--- src/rtl/chicken_referee_pkg.sv ---
// Shared definitions for the chicken_referee turn/tail referee:
// FSM state encoding, board/tail/player limits and small arithmetic helpers.
package chicken_referee_pkg;

  // Board, tail and player limits.
  localparam logic [4:0] MAX_POS     = 5'd23;
  localparam logic [1:0] TAIL_MAX    = 2'd3;
  localparam int         MAX_PLAYERS = 4;

  // Referee FSM states.
  typedef enum logic [2:0] {
    ST_IDLE   = 3'd0,
    ST_STEP   = 3'd1,
    ST_SETTLE = 3'd2,
    ST_CHECK  = 3'd3,
    ST_WIN    = 3'd4
  } state_e;

  typedef logic [4:0] pos_t;
  typedef logic [1:0] tail_t;

  // Map the raw player-count input onto the supported range; anything
  // outside 2..4 plays as a two-player game.
  function automatic logic [2:0] eff_players(input logic [4:0] n);
    logic [2:0] res;
    if ((n >= 5'd2) && (n <= 5'd4)) begin
      res = n[2:0];
    end else begin
      res = 3'd2;
    end
    return res;
  endfunction

  // Next player index, wrapping at the active player count. A turn value
  // at or beyond the count also wraps to 0 so turn can never reach an
  // inactive seat.
  function automatic logic [1:0] next_turn(input logic [1:0] t, input logic [2:0] n);
    logic [2:0] nx;
    logic [1:0] res;
    nx = {1'b0, t} + 3'd1;
    if (nx >= n) begin
      res = 2'd0;
    end else begin
      res = nx[1:0];
    end
    return res;
  endfunction

  // Tail count after a capture: own tails + captured tails + the captured
  // player's own tail, saturated at TAIL_MAX.
  function automatic tail_t sat_tail_sum(input tail_t a, input tail_t b);
    logic [2:0] s;
    tail_t      res;
    s = {1'b0, a} + {1'b0, b} + 3'd1;
    if (s > {1'b0, TAIL_MAX}) begin
      res = TAIL_MAX;
    end else begin
      res = s[1:0];
    end
    return res;
  endfunction

endpackage

--- src/rtl/chicken_referee_if.sv ---
// Game-side bundle of the referee: configuration, button/card inputs,
// position feedback from the per-player counters and the referee outputs.
// The referee sits on the slave side; the game environment is the master.
interface chicken_referee_if;

  logic [4:0] N;
  logic       btn;
  logic       card_match;
  logic [4:0] p1_cnt;
  logic [4:0] p2_cnt;
  logic [4:0] p3_cnt;
  logic [4:0] p4_cnt;
  logic [3:0] p_da;
  logic [1:0] turn;
  logic [1:0] p1_tail;
  logic [1:0] p2_tail;
  logic [1:0] p3_tail;
  logic [1:0] p4_tail;
  logic [2:0] winner;
  logic       busy;

  modport slave (
    input  N, btn, card_match, p1_cnt, p2_cnt, p3_cnt, p4_cnt,
    output p_da, turn, p1_tail, p2_tail, p3_tail, p4_tail, winner, busy
  );

  modport master (
    output N, btn, card_match, p1_cnt, p2_cnt, p3_cnt, p4_cnt,
    input  p_da, turn, p1_tail, p2_tail, p3_tail, p4_tail, winner, busy
  );

endinterface

--- src/rtl/chicken_referee_capture_detect.sv ---
// capture_detect: purely combinational search for another active player
// standing on the same square as the current player. Positions are
// compared as raw 5-bit values; the lowest matching index wins.
module capture_detect
  import chicken_referee_pkg::*;
(
  input  logic [MAX_PLAYERS-1:0][4:0] pos_i,
  input  logic [1:0]                  turn_i,
  input  logic [2:0]                  n_eff_i,
  output logic                        hit_o,
  output logic [1:0]                  idx_o
);

  logic [MAX_PLAYERS-1:0] match_s;
  pos_t                   cur_pos_s;

  // Flag every active, non-current player sharing the current square.
  always_comb begin
    cur_pos_s = pos_i[turn_i];
    match_s   = '0;
    for (int j = 0; j < MAX_PLAYERS; j++) begin
      match_s[j] = (j[2:0] < n_eff_i) && (j[1:0] != turn_i) && (pos_i[j] == cur_pos_s);
    end
  end

  // Priority-encode the match vector, lowest index first.
  always_comb begin
    hit_o = |match_s;
    casez (match_s)
      4'b???1: idx_o = 2'd0;
      4'b??10: idx_o = 2'd1;
      4'b?100: idx_o = 2'd2;
      4'b1000: idx_o = 2'd3;
      default: idx_o = 2'd0;
    endcase
  end

endmodule

--- src/rtl/chicken_referee.sv ---
// chicken_referee: turn sequencing, step enable, capture and win detection
// for a 2..4 player chicken-race board game. A matching card steps the
// current player one square (STEP), waits for the position counter to
// settle (SETTLE), then resolves captures and the win condition (CHECK).
// All outputs are registered; reset is asynchronous and active-low.
module chicken_referee
  import chicken_referee_pkg::*;
(
  input  logic            clk,
  input  logic            rst,
  chicken_referee_if.slave bus
);

  state_e                          state_q;
  state_e                          state_d;
  logic [1:0]                      turn_q;
  logic [1:0]                      turn_d;
  logic [MAX_PLAYERS-1:0][1:0]     tail_q;
  logic [MAX_PLAYERS-1:0][1:0]     tail_d;
  logic [2:0]                      winner_q;
  logic [2:0]                      winner_d;
  logic [3:0]                      p_da_q;
  logic [3:0]                      p_da_d;
  logic                            busy_q;
  logic                            busy_d;

  logic [2:0]                      n_eff_s;
  logic [MAX_PLAYERS-1:0][4:0]     pos_s;
  logic                            hit_s;
  logic [1:0]                      hit_idx_s;
  tail_t                           cur_tail_s;
  tail_t                           new_tail_s;

  assign n_eff_s = eff_players(bus.N);
  assign pos_s   = {bus.p4_cnt, bus.p3_cnt, bus.p2_cnt, bus.p1_cnt};

  capture_detect u_capture_detect (
    .pos_i   (pos_s),
    .turn_i  (turn_q),
    .n_eff_i (n_eff_s),
    .hit_o   (hit_s),
    .idx_o   (hit_idx_s)
  );

  // Next-state, turn, tail-bank and output decode for the referee FSM.
  always_comb begin
    state_d    = state_q;
    turn_d     = turn_q;
    tail_d     = tail_q;
    winner_d   = winner_q;
    p_da_d     = 4'b0000;
    cur_tail_s = tail_q[turn_q];
    new_tail_s = cur_tail_s;

    case (state_q)
      ST_IDLE: begin
        if (bus.btn) begin
          if (bus.card_match) begin
            // Enable lands in the same cycle the FSM sits in STEP.
            state_d = ST_STEP;
            p_da_d  = 4'b0001 << turn_q;
          end else begin
            turn_d = next_turn(turn_q, n_eff_s);
          end
        end else begin
          state_d = ST_IDLE;
        end
      end

      ST_STEP: begin
        state_d = ST_SETTLE;
      end

      ST_SETTLE: begin
        state_d = ST_CHECK;
      end

      ST_CHECK: begin
        if (hit_s) begin
          new_tail_s        = sat_tail_sum(cur_tail_s, tail_q[hit_idx_s]);
          tail_d[turn_q]    = new_tail_s;
          tail_d[hit_idx_s] = 2'd0;
        end else begin
          new_tail_s = cur_tail_s;
        end
        // Holding N-1 tails means every opponent's tail has been taken.
        if ({1'b0, new_tail_s} >= (n_eff_s - 3'd1)) begin
          state_d  = ST_WIN;
          winner_d = {1'b0, turn_q} + 3'd1;
        end else begin
          state_d = ST_IDLE;
        end
      end

      ST_WIN: begin
        state_d = ST_WIN;
      end

      default: begin
        state_d = ST_IDLE;
      end
    endcase

    busy_d = (state_d != ST_IDLE);
  end

  // State, turn, tail bank, winner and registered outputs.
  always_ff @(posedge clk or negedge rst) begin
    if (!rst) begin
      state_q  <= ST_IDLE;
      turn_q   <= 2'd0;
      tail_q   <= '0;
      winner_q <= 3'd0;
      p_da_q   <= 4'b0000;
      busy_q   <= 1'b0;
    end else begin
      state_q  <= state_d;
      turn_q   <= turn_d;
      tail_q   <= tail_d;
      winner_q <= winner_d;
      p_da_q   <= p_da_d;
      busy_q   <= busy_d;
    end
  end

  assign bus.p_da    = p_da_q;
  assign bus.turn    = turn_q;
  assign bus.p1_tail = tail_q[0];
  assign bus.p2_tail = tail_q[1];
  assign bus.p3_tail = tail_q[2];
  assign bus.p4_tail = tail_q[3];
  assign bus.winner  = winner_q;
  assign bus.busy    = busy_q;

endmodule
--- src/flat_wrapper.sv ---
// flat-port wrapper written by rule: the top's interface ports become plain ports
module chicken_referee_flat import chicken_referee_pkg::*;
  (clk, rst, bus_N, bus_btn, bus_card_match, bus_p1_cnt, bus_p2_cnt, bus_p3_cnt, bus_p4_cnt, bus_p_da, bus_turn, bus_p1_tail, bus_p2_tail, bus_p3_tail, bus_p4_tail, bus_winner, bus_busy);
  chicken_referee_if bus_i ();
  input  logic clk;
  input  logic rst;
  input wire logic [$bits(bus_i.N)-1:0] bus_N;
  input wire logic [$bits(bus_i.btn)-1:0] bus_btn;
  input wire logic [$bits(bus_i.card_match)-1:0] bus_card_match;
  input wire logic [$bits(bus_i.p1_cnt)-1:0] bus_p1_cnt;
  input wire logic [$bits(bus_i.p2_cnt)-1:0] bus_p2_cnt;
  input wire logic [$bits(bus_i.p3_cnt)-1:0] bus_p3_cnt;
  input wire logic [$bits(bus_i.p4_cnt)-1:0] bus_p4_cnt;
  output wire logic [$bits(bus_i.p_da)-1:0] bus_p_da;
  output wire logic [$bits(bus_i.turn)-1:0] bus_turn;
  output wire logic [$bits(bus_i.p1_tail)-1:0] bus_p1_tail;
  output wire logic [$bits(bus_i.p2_tail)-1:0] bus_p2_tail;
  output wire logic [$bits(bus_i.p3_tail)-1:0] bus_p3_tail;
  output wire logic [$bits(bus_i.p4_tail)-1:0] bus_p4_tail;
  output wire logic [$bits(bus_i.winner)-1:0] bus_winner;
  output wire logic [$bits(bus_i.busy)-1:0] bus_busy;
  assign bus_i.N = bus_N;
  assign bus_i.btn = bus_btn;
  assign bus_i.card_match = bus_card_match;
  assign bus_i.p1_cnt = bus_p1_cnt;
  assign bus_i.p2_cnt = bus_p2_cnt;
  assign bus_i.p3_cnt = bus_p3_cnt;
  assign bus_i.p4_cnt = bus_p4_cnt;
  assign bus_p_da = bus_i.p_da;
  assign bus_turn = bus_i.turn;
  assign bus_p1_tail = bus_i.p1_tail;
  assign bus_p2_tail = bus_i.p2_tail;
  assign bus_p3_tail = bus_i.p3_tail;
  assign bus_p4_tail = bus_i.p4_tail;
  assign bus_winner = bus_i.winner;
  assign bus_busy = bus_i.busy;
  chicken_referee u_core (.clk(clk), .rst(rst), .bus(bus_i));
endmodule
--- config.mk ---
export PLATFORM = sky130hd
export DESIGN_NAME = chicken_referee_flat
export DESIGN_NICKNAME = d
export VERILOG_FILES = /design/src/rtl/chicken_referee_pkg.sv /design/src/rtl/chicken_referee_if.sv /design/src/rtl/chicken_referee_capture_detect.sv /design/src/rtl/chicken_referee.sv /design/src/flat_wrapper.sv
export SDC_FILE = /design/constraint.sdc
export NUM_CORES = 1
export LEC_CHECK = 0
export BUFFER_PORTS_ARGS = -buffer_cell sky130_fd_sc_hd__buf_2
export CAP_MARGIN = 40
export CORE_MARGIN = 2
export CORE_UTILIZATION = 45
export CTS_BUF_LIST = sky130_fd_sc_hd__clkbuf_2
export CTS_CLUSTER_SIZE = 10
export DETAILED_ROUTE_END_ITERATION = 7
export HOLD_SLACK_MARGIN = 0.02
export PLACE_DENSITY = 0.7
export SLEW_MARGIN = 5
export SYNTH_ARGS = -nofsm -noshare
export SYNTH_HDL_FRONTEND = slang
export SYNTH_SLANG_ARGS = --single-unit
--- constraint.sdc ---
create_clock -name clk -period 4.5 [get_ports clk]
set_input_delay 0.45 -clock clk [delete_from_list [all_inputs] [get_ports clk]]
set_output_delay 0.45 -clock clk [all_outputs]
set_load 0.02 [all_outputs]
==> results of run 1 <==
how the worst max path moves through the flow:
stage / from / endpoint / slack, ps / cells after the start
global route: u_core.bus.turn[1] / u_core.bus.busy / -20 / 18
floorplan: u_core.bus.turn[1] / u_core.bus.busy / 0.7 / 19
CTS: u_core.bus.turn[0] / u_core.bus.busy / 10 / 18
detailed placement: bus_p2_cnt[4] / u_core.bus.busy / -100 / 18
global placement: bus_p2_cnt[4] / u_core.bus.busy / -4 / 18
finish: u_core.bus.turn[1] / u_core.bus.busy / 150 / 18
per-stage QoR:
stage               util [%]  hold slack [ps]  power, W  cell area (µm²)
floorplan                  -              154   0.00118             2050
global placement        56.3              424   0.00152             2440
detailed placement      56.3              436   0.00155             2440
CTS                     59.6             56.1   0.00175             2580
global route            61.3             54.4   0.00200             2650
finish                  61.3             39.5   0.00187             2650
layout by cell type (no fill, tap or decap), types with 5 or more instances in the layout:
cell type,Yosys,final
xnor2_1,22,19
mux2i_1,12,11
o21ai_0,5,5
clkbuf_2,2,5
dfrtp_1,21,19
nor2_1,11,10
buf_2,1,46
xor2_1,9,9
inv_1,7,7
buf_4,1,23
nand2b_1,9,8
o2bb2ai_1,7,7
ha_1,10,6
nand3_1,8,8
kinds of logic after synthesis:
logic type	after synthesis	synth area share [%]
adders and majority gates	12	7.74
buffers and inverters	16	4.12
xor gates and xnor gates	32	14.3
AOI/OAI and AO/OA	43	17.7
muxes	22	13.2
DFF	21	26.2
and+or+nand+nor	59	16.8
power by group:
group | leakage (nW) | switching, W | total, W | internal, W
clock | 0.0166 | 0.0000562 | 0.0000798 | 0.0000235
combinational | 0.918 | 0.000712 | 0.00145 | 0.000739
sequential | 0.263 | 0.0000820 | 0.000339 | 0.000257
total | 1.20 | 0.000850 | 0.00187 | 0.00102
cell type report:
class / count / area (µm²) / area share (%)
timing repair buffer: 74 / 483 / 18.2
sequential: 21 / 528 / 19.9
inverter: 9 / 36.3 / 1.37
multi-input combinational: 168 / 1520 / 57.3
tap: 52 / 65.1 / 2.45
clock buffer: 4 / 20.0 / 0.755
cell usage after synthesis, types with 2 or more instances:
cell and number:
xnor2_1 22, dfrtp_1 21, mux2i_1 12, nor2_1 11, ha_1 10, nand2b_1 9
xor2_1 9, nand3_1 8, inv_1 7, o2bb2ai_1 7, o21ai_0 5, a21oi_1 4
a22o_1 4, and3_1 4, mux2_2 4, nand2_1 4, a2111oi_0 3, a21o_1 3
nand4_1 3, nor2b_1 3, nor4_1 3, o221ai_1 3, or2_2 3, a211oi_1 2
buf_6 2, clkbuf_2 2, inv_2 2, mux2i_2 2, mux4_2 2, nor3_1 2
nor3b_1 2, o32a_1 2
what timing repair did:
action	4_1_cts	5_1_grt
cloned	1	0
buffers inserted	7	2
gates resized for setup	8	12
pin swaps	6	10
setup endpoints to repair	1	4
sequential cells by signal (all words and copies together), names as in the netlist:
register	cells
u_core.bus.p1_tail	2
u_core.state_q	3
u_core.bus.p_da	4
u_core.bus.turn	2
u_core.bus.p2_tail	2
u_core.bus.p4_tail	2
u_core.bus.p3_tail	2
u_core.bus.winner	3
u_core.bus.busy	1
routing by layer:
metal	vias to the layer above	routed length [µm]	track usage [%]
met5	-	0	0
met4	0	73	3.98
met3	8	299	4.13
met2	75	2510	33.7
met1	898	2440	31.6
li1	907	-	-
worst max-delay path, stage by stage (launching register included):
cell and delay, ps:
dfrtp_2 500, buf_12 160, mux2i_4 200, xnor2_2 230, nor4_4 80, a22o_1 260
or3b_4 400, nand2b_4 160, o221ai_2 160, ha_2 200, inv_1 50, fa_2 440
or2_4 240, mux2_4 280, ha_4 240, a21oi_2 120, nor2_2 50, a21o_1 160
or3_1 310
==> impl_metrics.toml, run 1 <==
[run_status]
status = "complete, no violations"

[grt]
grt_antenna_before_repair = 0
globalRouteTotalUtil_pct = 21.6
grt_pass1_vias = 1763
grt_pass1_wl_um = 8690
grt_max_degree = 22
grt_remaining_overflow = 0

[clock_network]
insertion_delay_ps = 320
cts_buffer_depth = 2
cts_tree = "done"
cts_sinks = 21
path_clk_slew_ps = 190
cts_made_buffers = 3
holdBufCountCts = 0
clockRootBuffer = "clkbuf_2"
htree_levels = 1

[worst_setup_path]
r2r-start = "u_core.bus.turn[1]"
r2r_end = "u_core.bus.busy"
cp.required_ps = 4720
critPathMaxFanout = 6
r2r_setup_slack_ps = 150
path_class = "reg2reg"
crit_arrival_ps = 4570
reg2reg_depth = 18
cp-end-kind = "register"
worst_setup_path_start_kind = "register"

[job]
drv_cap = 0

[drt]
drtIter0Drc = 230
wl_per_cell_um = 16.3
vias = 1888
drt_wl_total_um = 5330
drc = 0
drt-vias-per-instance = 5.76
drtPass1Iterations = 5
postRouteAntennaNets = 0

[logic_synthesis]
synth-edff-count = 0
synth_seq_cells = 21
yosysTopAreaCell = "dfrtp_1"
yosysTopAreaCellShare_pct = 26.2
ys_async_sr_fraction_pct = 100
yosysUniqueCellTypes = 57
synth_top_flop_cell = "dfrtp_1"
ys_warn_count = 0
synth-seq-area-share_pct = 26.2
synthTopCellsByArea = "dfrtp_1 (26%), xnor2_1 (9.6%), ha_1 (6.2%)"
postSynthAreaPerCell_um2 = 9.78
postSynthCellCount = 205
syn-num-nets = 245
synthesis.area_um2 = 2010

[layout]
n_antenna_cell = 0
layout-drive-gt1-share_pct = 41.7
area_delta_synth_final_pct = 32.2
n_fill_cell = 380
finalNonFillerCells = 328
fin_nets = 317

[power_and_ir_drop]
p_leak_nw = 1.20
p_per_area_nw_per_um2 = 705
peakVddDrop_mv = 0.434

[placement]
gp_congestion = 0.913
dp.cells = 314
preCtsSetupSlack_ps = -104
port_buffers = 46
hpwl_um = 4000

[sta]
setup_tns_ps = 0
fin_crit_ps = 4350
setup_ws_ps = 147
worst_slew_pin_slew_ps = 653
max_freq_mhz = 230
slew_headroom_pct = 55.9
finalHoldViolations = 0
drv_slew = 0
setup_viol = 0
skew_ps = 7.68
post-route-period-util_pct = 96.7

[die]
io_pins = 47
die-height_um = 70.8
initial_core_util_pct = 46.4
die_area_um2 = 5010
die_x_um = 70.8
core_um2 = 4320
rows = 24

[hold_path]
min_path_type = "in2async"
No activity file was read; power rests on OpenSTA's default activity.
==> run 2, diff against run 1 <==
SYNTH_HIERARCHICAL = 1   (was default)
==> run 2 against run 1 <==
Net effect:
- design area shrank 8.8%
- first-iteration DRC count fell by 58%
- die area increased by 1.2%
- critical path depth up 1
- critical endpoint is now u_core/bus.winner[1]
==> impl_metrics.toml, run 2 <==
[run_status]
status = "complete, no violations"

[worst_setup_path]
cp-end-kind = "register"
r2r-start = "u_core/bus.turn[1]"
critPathBufInv = 3
path_class = "reg2reg"
crit_arrival_ps = 4510
r2r_setup_slack_ps = 240
critPathMaxFanout = 21
cpLargestDelayFamily = "multiplexers"
slowest_delay_ps = 500
reg2reg_depth = 19
cp.required_ps = 4760
crit_chain = "buf_12 -> mux2i_2 -> xnor2_1 -> a211oi_1 -> o221a_2 -> nor2b_1 -> o21a_1 -> mux4_2 -> inv_1 -> ha_1 -> inv_1 -> fa_1 -> nand3b_1 -> o21ai_0 -> ha_1 -> nand2b_1 -> a21o_1 -> nand4_4 -> mux2_1"
worst_setup_path_start_kind = "register"
r2r_end = "u_core/bus.winner[1]"
crit_slowest_cell = "mux4_2"

[clock_network]
insertion_delay_ps = 340
cts_buffer_depth = 2
cts_tree = "done"
cts_made_buffers = 3
clockRootBuffer = "clkbuf_2"
path_clk_slew_ps = 210
htree_levels = 1
cts_sinks = 21
cts_setup_buffers = 0

[grt]
grt_max_degree = 22
grt_pass1_wl_um = 7690
grt_pass1_vias = 1725
grt_antenna_before_repair = 0
grt_remaining_overflow = 0
globalRouteTotalUtil_pct = 18.9

[logic_synthesis]
postSynthCellCount = 223
ys_async_sr_fraction_pct = 100
postSynthAreaPerCell_um2 = 9.11
synthTopCellsByArea = "dfrtp_1 (26%), xor2_1 (8.2%), xnor2_1 (7.3%)"
synth_seq_cells = 21
synth.most_common_cell = "dfrtp_1"
synth-seq-area-share_pct = 25.9
syn-num-nets = 264
synth_commonest_cells = "dfrtp_1 (21), o21ai_0 (20), xor2_1 (19)"
yosysTopAreaCellShare_pct = 25.9
synth_top_flop_cell = "dfrtp_1"
ys_warn_count = 6
synth-edff-count = 0
synthesis.area_um2 = 2030
yosysUniqueCellTypes = 48
yosysTopAreaCell = "dfrtp_1"

[drt]
drtIter0Drc = 97
drt-vias-per-instance = 5.50
drt_wl_total_um = 4510
vias = 1821
drtPass1Iterations = 4
postRouteAntennaNets = 0
wl_per_cell_um = 13.6
drc = 0

[sta]
fin_crit_ps = 4260
worst_slew_pin_slew_ps = 647
skew_ps = 16.8
whs_ps = 384
setup_ws_ps = 243
rsz0062_at_grt = "false"
finalHoldViolations = 0
setup_viol = 0
slew_headroom_pct = 56.3
max_freq_mhz = 235
drv_slew = 0
post-route-period-util_pct = 94.6

[die]
die_x_um = 71.2
die_area_um2 = 5070
initial_core_util_pct = 46.6
rows = 24
io_pins = 47
die-height_um = 71.2
core_um2 = 4350

[placement]
preCtsSetupSlack_ps = -86.8
place_area_um2 = 2380
dp.cells = 326
hpwl_um = 3710
port_buffers = 46
gp_congestion = 0.851

[power_and_ir_drop]
peakVddDrop_mv = 0.147
p_leak_nw = 1.14
p_per_area_nw_per_um2 = 403

[layout]
n_antenna_cell = 0
finalNonFillerCells = 331
final_area_um2 = 2420
final_cell_mix = "buf_2 (46), o21ai_0 (20), dfrtp_1 (20), xor2_1 (19), xnor2_1 (17)"
multi_input_area_um2 = 1420
largest_reg_flops = 4
area_delta_synth_final_pct = 19.0
n_fill_cell = 417
layout-drive-gt1-share_pct = 28.0
seq_area_um2 = 527
fin_nets = 321
final_common_cell = "buf_2"
final_core_util_pct = 55.5

[hold_path]
whs_path_depth = 2
hold_start = "bus_card_match"
hold_end = "u_core/bus.p_da[3]"
min_path_type = "in2reg"

[job]
drv_cap = 0
run 2: cell types whose count changed after synthesis, sizes merged, moves of 4 or more:
cell / previous run / this run
mux2i: 14 / 9
inv: 9 / 13
nand3: 8 / 3
a22o: 4 / 0
xnor2: 23 / 17
nand2: 4 / 16
o2bb2ai: 7 / 0
o21ai: 5 / 21
nor3: 2 / 6
xor2: 9 / 19
run 2: logic make-up after synthesis:
logic type,count (synthesis),share of synthesized area (%)
xor+xnor,36,15.5
fa+ha+maj,12,7.76
simple gates,68,18.7
mux,16,10.9
buf+inv,19,4.50
flops,21,25.9
compound gates,51,16.8
run 2: per-stage QoR:
step,power (W),setup TNS [ps]
after floorplan,0.000722,0
after global placement,0.000885,-21.2
after detailed placement,0.000893,-253
after CTS,0.000979,0
after global routing,0.00106,0
final,0.000975,0
run 2: cell type report:
class,count,share of cell area [%]
Inverter,13,2.02
Clock buffer,3,0.621
Timing Repair Buffer,58,13.9
Clock inverter,1,0.311
Multi-Input combinational cell,183,58.7
Tap cell,52,2.69
Sequential cell,21,21.8
run 2: metal layers:
metal | global-route usage [%] | routed length [µm] | up-vias
met5 | 0 | 0 | -
li1 | - | - | 905
met1 | 25.3 | 2030 | 852
met2 | 31.7 | 2200 | 56
met4 | 7.34 | 81 | 0
met3 | 1.71 | 196 | 8
run 2: report_power, final:
part,internal (W),total (W),switching [W]
clock,0.0000207,0.0000811,0.0000604
combinational,0.000264,0.000598,0.000334
sequential,0.000238,0.000296,0.0000575
run 2: how the worst max path moves through the flow:
stage	start	end	slack (ps)	depth (start not counted)
after CTS	u_core/bus.turn[1]	u_core/bus.winner[1]	200	19
after global routing	u_core/bus.turn[1]	u_core/bus.winner[1]	8	19
after detailed placement	bus_N[1]	u_core/bus.winner[1]	-90	21
after floorplan	bus_N[1]	u_core/bus.winner[0]	10	21
after global placement	bus_N[1]	u_core/bus.winner[2]	-9	21
final	u_core/bus.turn[1]	u_core/bus.winner[1]	240	19
run 2: repair_timing:
item,CTS,global route
hold endpoints to repair,13,0
hold buffers,1,0
setup endpoints to repair,0,3
gates resized for setup,0,1
==> run 3, diff against run 2 <==
PLACE_DENSITY = 0.68   (was 0.7)
clock period = 4.8 ns   (was 4.5 ns; I/O delays follow)
==> run 3 against run 2 <==
Net effect:
- first-iteration DRC count rose by 25%
- core utilization fell by 1.7 points
- clock-buffer cell count did not move
- flip-flop and latch count did not move
- sequential power barely moved
- global-route usage rose by 0.48 points
- worst setup slack improved by 110 ps
- routed wire length rose by 4.3%
- total power fell by 6.8%
- final cell count fell by 2.1%
- sequential share of layout area rose by 0.70 points
- largest cell class unchanged
- largest power group unchanged
==> impl_metrics.toml, run 3 (same netlist as run 2, synthesis figures left out) <==
[die]
die_x_um = 71.2
core_um2 = 4350
die_area_um2 = 5070
die-height_um = 71.2
io_pins = 47
rows = 24
initial_core_util_pct = 46.6

[drt]
drc = 0
drt-vias-per-instance = 5.55
drt_wl_total_um = 4710
vias = 1799
postRouteAntennaNets = 0
drtPass1Iterations = 4
drtIter0Drc = 121
wl_per_cell_um = 14.5

[sta]
finalHoldViolations = 0
max_freq_mhz = 225
setup_viol = 0
rsz0062_at_grt = "false"
worst_slew_pin_slew_ps = 637
slew_headroom_pct = 56.9
fin_crit_ps = 4440
drv_slew = 0
skew_ps = 6.55
post-route-period-util_pct = 92.5
setup_ws_ps = 358
setup_tns_ps = 0

[grt]
grt_antenna_before_repair = 0
grt_max_degree = 22
use_met3_pct = 1.28
grt_pass1_vias = 1721
busiest_layer = "met2"
grt_pass1_wl_um = 7940
globalRouteTotalUtil_pct = 19.4
grt_remaining_overflow = 0
grt_use_met1_pct = 28.1
use_met2_pct = 31.6

[layout]
final_common_cell = "buf_2"
fin_nets = 314
finalNonFillerCells = 324
largest_reg_flops = 4
seq_area_um2 = 527
multi_input_area_um2 = 1410
area_delta_synth_final_pct = 15.3
layout-drive-gt1-share_pct = 25.7
n_antenna_cell = 0
final_cell_mix = "buf_2 (46), o21ai_0 (20), dfrtp_1 (20), xor2_1 (19), xnor2_1 (17)"
n_fill_cell = 423
final_core_util_pct = 53.8

[worst_setup_path]
worst_setup_path_start_kind = "register"
path_class = "reg2reg"
critPathMaxFanout = 14
crit_arrival_ps = 4700
cp.required_ps = 5060
cp-end-kind = "register"

[hold_path]
min_path_type = "in2async"

[placement]
hpwl_um = 3750
dp.cells = 320
port_buffers = 46
gp_congestion = 0.877
preCtsSetupSlack_ps = 24.6

[run_status]
status = "complete, no violations"

[clock_network]
cts_made_buffers = 3
path_clk_slew_ps = 220
clockRootBuffer = "clkbuf_2"
cts_buffer_depth = 2
holdBufCountCts = 0
insertion_delay_ps = 340
cts_tree = "done"
htree_levels = 1
cts_sinks = 21

[power_and_ir_drop]
p_per_area_nw_per_um2 = 388
peakVddDrop_mv = 0.167
p_leak_nw = 1.11

[job]
drv_cap = 0
-- run 3: area by class of cell --
class,count,area share [%]
multi-input cells,183,60.4
flip-flops and latches,21,22.5
repair buffers,51,11.4
well taps,52,2.78
inverters,13,2.08
clock buffers,3,0.641
clock inverters,1,0.214
-- run 3: stage by stage --
step / instance area (µm²) / power [W] / hold slack, ps
floorplan: 2030 / 0.000676 / 184
global placement: 2320 / 0.000819 / 457
detailed placement: 2320 / 0.000830 / 467
CTS: 2340 / 0.000911 / 52.0
global route: 2340 / 0.000987 / 46.6
finish: 2340 / 0.000908 / 44.3
-- run 3: path summary, 6_finish.rpt --
path	startpoint	end	slack [ps]	depth (start not counted)
max	u_core/bus.turn[1]	u_core/bus.winner[0]	360	19
min	rst	u_core/bus.p_da[0]	40	1
min reg2reg	u_core/bus.winner[2]	u_core/bus.winner[2]	520	1
max in group asynchronous	rst	u_core/bus.turn[1]	4410	1
min in group clk	bus_card_match	u_core/bus.p_da[1]	410	2
max reg2reg	u_core/bus.turn[1]	u_core/bus.winner[0]	360	19
-- run 3: repair_timing --
| item | in CTS | in global routing |
|---|---|---|
| setup endpoints to repair | 0 | 3 |
| buffers inserted | 0 | 0 |
| gates resized for setup | 0 | 1 |
-- run 3: power by group --
group	total, W	switching, W	internal, W
sequential	0.000297	0.0000741	0.000223
combinational	0.000533	0.000301	0.000232
clock	0.0000783	0.0000594	0.0000189
total	0.000908	0.000434	0.000474
-- run 3: layer usage --
metal  up-vias  share of wire [%]  wire (µm)
li1        896                  -          -
met1       856                 48       2250
met2        44                 48       2260
met3         3                3.7        176
met4         0               0.51         24
met5         -                  0          0
-- run 3: critical path, stage by stage, from the launching register on --
cell and delay [ps]:
dfrtp_2 560, buf_4 230, nor2_1 150, nand3_1 130, a211oi_1 290, o221a_2 260, nor2b_1 130, o21a_1 160
mux4_2 500, inv_1 70, ha_1 130, inv_1 40, fa_1 400, nand3b_1 180, o21ai_0 90, ha_1 250
nand2b_1 140, a21o_1 210, nand4_4 120, mux2_1 330
